**config.mk**
```make
export PLATFORM = sky130hd
export DESIGN_NAME = addn_serial
export DESIGN_NICKNAME = d
export VERILOG_FILES = /design/src/rtl/addn_serial.sv
export SDC_FILE = /design/constraint.sdc
export NUM_CORES = 1
export LEC_CHECK = 0
export CAP_MARGIN = 20
export CORE_MARGIN = 1.5
export CORE_UTILIZATION = 40
export CTS_BUF_LIST = sky130_fd_sc_hd__clkbuf_2 sky130_fd_sc_hd__clkbuf_4 sky130_fd_sc_hd__clkbuf_8
export DETAILED_ROUTE_END_ITERATION = 10
export PLACE_DENSITY_LB_ADDON = 0.15
export SYNTH_ARGS = -nofsm -noshare
export SYNTH_HDL_FRONTEND = slang
export SYNTH_SLANG_ARGS = --single-unit
```
**constraint.sdc**
```tcl
create_clock -name clk -period 3.3 [get_ports clk]
set_clock_uncertainty 0.2 [all_clocks]
set_input_delay 0.495 -clock clk [delete_from_list [all_inputs] [get_ports clk]]
set_output_delay 0.495 -clock clk [all_outputs]
set_load 0.05 [all_outputs]
```
**src/rtl/addn_serial.sv**
```systemverilog
// Bit-serial WIDTH-bit adder: a + b + cin computed STEP bits per clock, LSB first,
// through one STEP-bit adder, with a start/busy/done handshake.
module addn_serial #(
  parameter int unsigned WIDTH = 16,
  parameter int unsigned STEP  = 1
) (
  input  logic             clk,
  input  logic             rst_n,
  input  logic             start,
  input  logic [WIDTH-1:0] a,
  input  logic [WIDTH-1:0] b,
  input  logic             cin,
  output logic             busy,
  output logic             done,
  output logic [WIDTH-1:0] s,
  output logic             cout,
  output logic             ovf
);

  localparam int unsigned N  = WIDTH / STEP;
  localparam int unsigned CW = (N > 1) ? $clog2(N) : 1;
  localparam int unsigned SW = STEP + 1;

  typedef enum logic [1:0] {S_IDLE, S_RUN, S_DONE} state_t;

  state_t           state_q;
  logic [CW-1:0]    cnt_q;
  logic [WIDTH-1:0] a_q, b_q, r_q, s_q;
  logic             carry_q, cout_q, ovf_q;

  logic [STEP:0]    slice_d;
  logic [WIDTH-1:0] r_d;
  logic             cmsb_d;

  always_comb begin
    slice_d = {1'b0, a_q[STEP-1:0]} + {1'b0, b_q[STEP-1:0]} + SW'(carry_q);
    // Carry into the slice MSB recovered from its sum bit: c = a ^ b ^ sum.
    cmsb_d  = a_q[STEP-1] ^ b_q[STEP-1] ^ slice_d[STEP-1];
    r_d     = (r_q >> STEP) | (WIDTH'(slice_d[STEP-1:0]) << (WIDTH - STEP));
  end

  always_ff @(posedge clk or negedge rst_n) begin
    if (!rst_n) begin
      state_q <= S_IDLE;
      cnt_q   <= '0;
      a_q     <= '0;
      b_q     <= '0;
      r_q     <= '0;
      s_q     <= '0;
      carry_q <= 1'b0;
      cout_q  <= 1'b0;
      ovf_q   <= 1'b0;
    end else begin
      case (state_q)
        S_IDLE, S_DONE: begin
          if (start) begin
            a_q     <= a;
            b_q     <= b;
            carry_q <= cin;
            cnt_q   <= '0;
            state_q <= S_RUN;
          end else begin
            state_q <= S_IDLE;
          end
        end
        S_RUN: begin
          a_q     <= a_q >> STEP;
          b_q     <= b_q >> STEP;
          r_q     <= r_d;
          carry_q <= slice_d[STEP];
          cnt_q   <= cnt_q + CW'(1);
          if (cnt_q == CW'(N - 1)) begin
            state_q <= S_DONE;
            s_q     <= r_d;
            cout_q  <= slice_d[STEP];
            ovf_q   <= slice_d[STEP] ^ cmsb_d;
          end
        end
        default: state_q <= S_IDLE;
      endcase
    end
  end

  assign busy = (state_q == S_RUN);
  assign done = (state_q == S_DONE);
  assign s    = s_q;
  assign cout = cout_q;
  assign ovf  = ovf_q;

endmodule

```
==> reports/metrics.cfg <==
[sta]
fin_setup_tns_ps=0
post-route-period-util=0.737
setup_viol=0
fmax_ghz=0.411
slew_headroom=0.403
worst_pin_slew_ps=895
rsz0062_at_grt=no
hold_slack_ps=53.1
hold_viol=0
slew_viol_final=0
finalCriticalPeriod_ps=2430
setup_ws_ps=867

[floorplanning]
die-area_um2=8150
core-area_um2=7290
fp.dieH_um=90.3
placementRows=31
die_w_um=90.3
start_util=0.418
io_pins=56

[clock_network]
htree_levels=3
cts-resized-gates=0
clock_latency_ps=340
cts_hold_buf=0
cts.sinks=72
clkTransAtPathRegs_ps=80
cts_tree=built
post-cts-setup-buffers=0
clockBufferDepth=2
numCtsBuffers=9
root_buffer=clkbuf_8

[setup_path]
reg2reg_to=s[5]$_DFFE_PN0P_
crit_path_start_kind=register
critPathRequiredTime_ps=2600
slowest_stage=clkdlybuf4s50_1
critPathMaxFanout=3
endpoint_kind=output port
critPathArrivalTime_ps=1740
cpPeakStageDelay_ps=800
setup.worst_path.start=state_q[1]$_DFFE_PN0P_
crit_chain=nor2b_1 -> clkdlybuf4s50_1
r2r_start=cnt_q[0]$_DFFE_PN0P_
regToRegSetupSlack_ps=1430
worst_r2r_path_depth=5
endpoint=done
critPathKind=register to output port

[placement]
hpwl_mm=3.28
place_area_um2=3640
portBuffers=55
gp_congestion=0.693
dp.cells=349
post-place-ws_ps=1050

[global_route]
antenna_found_initial=0
grt-ovfl-total=0
grt_max_degree=73
track_usage=0.140
grt_pass1_wl_mm=8.98
grt_pass1_vias=1843

[cells_and_area]
seqCellArea_um2=1800
drive_gt1_frac=0.237
design_area_um2=3870
multi_input_area_um2=1140
layout_commonest_cell=dfrtp_1
diodes=0
fillCellCount=657
fin_util=0.530
syn2layout_area_growth_pct=26.9
nNetsFinal=299
layout_common_cells=72 x dfrtp_1, 53 x clkdlybuf4s50_1, 34 x a22o_1
stdcell_count=365

[power]
p_total_mw=4.07
p_leak_nw=1.87
ir_worst_vdd_v=0.000335
powerDensity_nw_per_um2=1050

[route]
vias=1821
drt_iter0_markers=66
antenna_left=0
drc=0
routed_wl_mm=5.19
post_drt_wl_per_cell_um=14.2
viasPerCell=4.99
firstDrtPassIters=4

[synth]
yosysSeqAreaShare=0.591
synth.avg_cell_area_um2=14.8
yosys_warnings=0
synthDistinctLibCells=24
ys_ff_latch=72
synth_nets=244
syn_inst=206
synth_area_um2=3050

[outcome]
status=finished clean

[hold_path]
hold_class=input pin to asynchronous set/reset pin

[job]
cap_violations=0

-- cell usage after synthesis --
master	number	area share
nand2b_1	1	0.0021
nor2b_4	1	0.0045
buf_4	3	0.0074
fa_1	1	0.0066
buf_2	8	0.013
a21o_1	31	0.076
and2b_2	1	0.0029
nor3b_2	1	0.0041
xor2_1	1	0.0029
nand2_1	3	0.0037
ha_1	1	0.0041
a22o_2	1	0.0033
dfrtp_1	72	0.59
nand3_2	1	0.0033
nor2_4	1	0.0037
mux2_4	9	0.044
xnor2_1	2	0.0058
mux2i_1	2	0.0066
nor2b_1	2	0.0041
nand4_1	1	0.0021
mux2_2	25	0.092
buf_12	1	0.0066
a22o_1	34	0.098
buf_6	3	0.011
-- layout make-up --
class	count	share of cell area
tap	99	0.0320
multi-input combinational	119	0.294
clock inverter	6	0.0236
sequential	72	0.466
timing repair buffer	59	0.149
clock buffer	10	0.0356
-- registers in the layout, indices dropped and copies added (netlist names), 2 cells and up --
signal   count
a_q         16
b_q         16
s           16
r_q         15
cnt_q        4
state_q      2
-- critical path, delay by kind of cell, from the launching register on --
family,cells,cell delay [ps]
buffers and inverters,1,800
AND/OR/NAND/NOR,1,150
flip-flops,1,450
-- routing by layer --
metal  up-vias  GRT usage  routed length (µm)
met5         -          0                   0
met3         4     0.0564                 222
met4         0     0.0397                  42
met1       912      0.189                2530
li1        866          -                   -
met2        39      0.208                2400
-- logic make-up (layout without fill, tap and decap cells) --
family,Yosys count,in the layout,share of synthesized area
DFF,72,72,0.591
AOI/OAI and AO/OA,66,66,0.177
muxes,36,36,0.143
buffers and inverters,15,75,0.0382
and+or+nand+nor,12,12,0.0304
xor gates and xnor gates,3,3,0.00863
adders and majority gates,2,2,0.0107
-- power by group --
group          switching (mW)  internal [mW]
combinational           0.865          0.882
clock                   0.333          0.449
sequential              0.248           1.30
-- how the worst min path moves through the flow --
stage                  startpoint                  to  slack [ps]  cells past startpoint
2_1_floorplan               rst_n  a_q[0]$_DFFE_PN0P_        -0.6                      0
3_3_place_gp   a_q[4]$_DFFE_PN0P_  a_q[4]$_DFFE_PN0P_         260                      1
3_5_place_dp   a_q[4]$_DFFE_PN0P_  a_q[4]$_DFFE_PN0P_         270                      1
4_1_cts                     rst_n  b_q[7]$_DFFE_PN0P_         120                      1
5_1_grt                     rst_n  b_q[7]$_DFFE_PN0P_         150                      1
6_report                    rst_n  b_q[7]$_DFFE_PN0P_          50                      1
No activity file was read; power rests on OpenSTA's default activity.
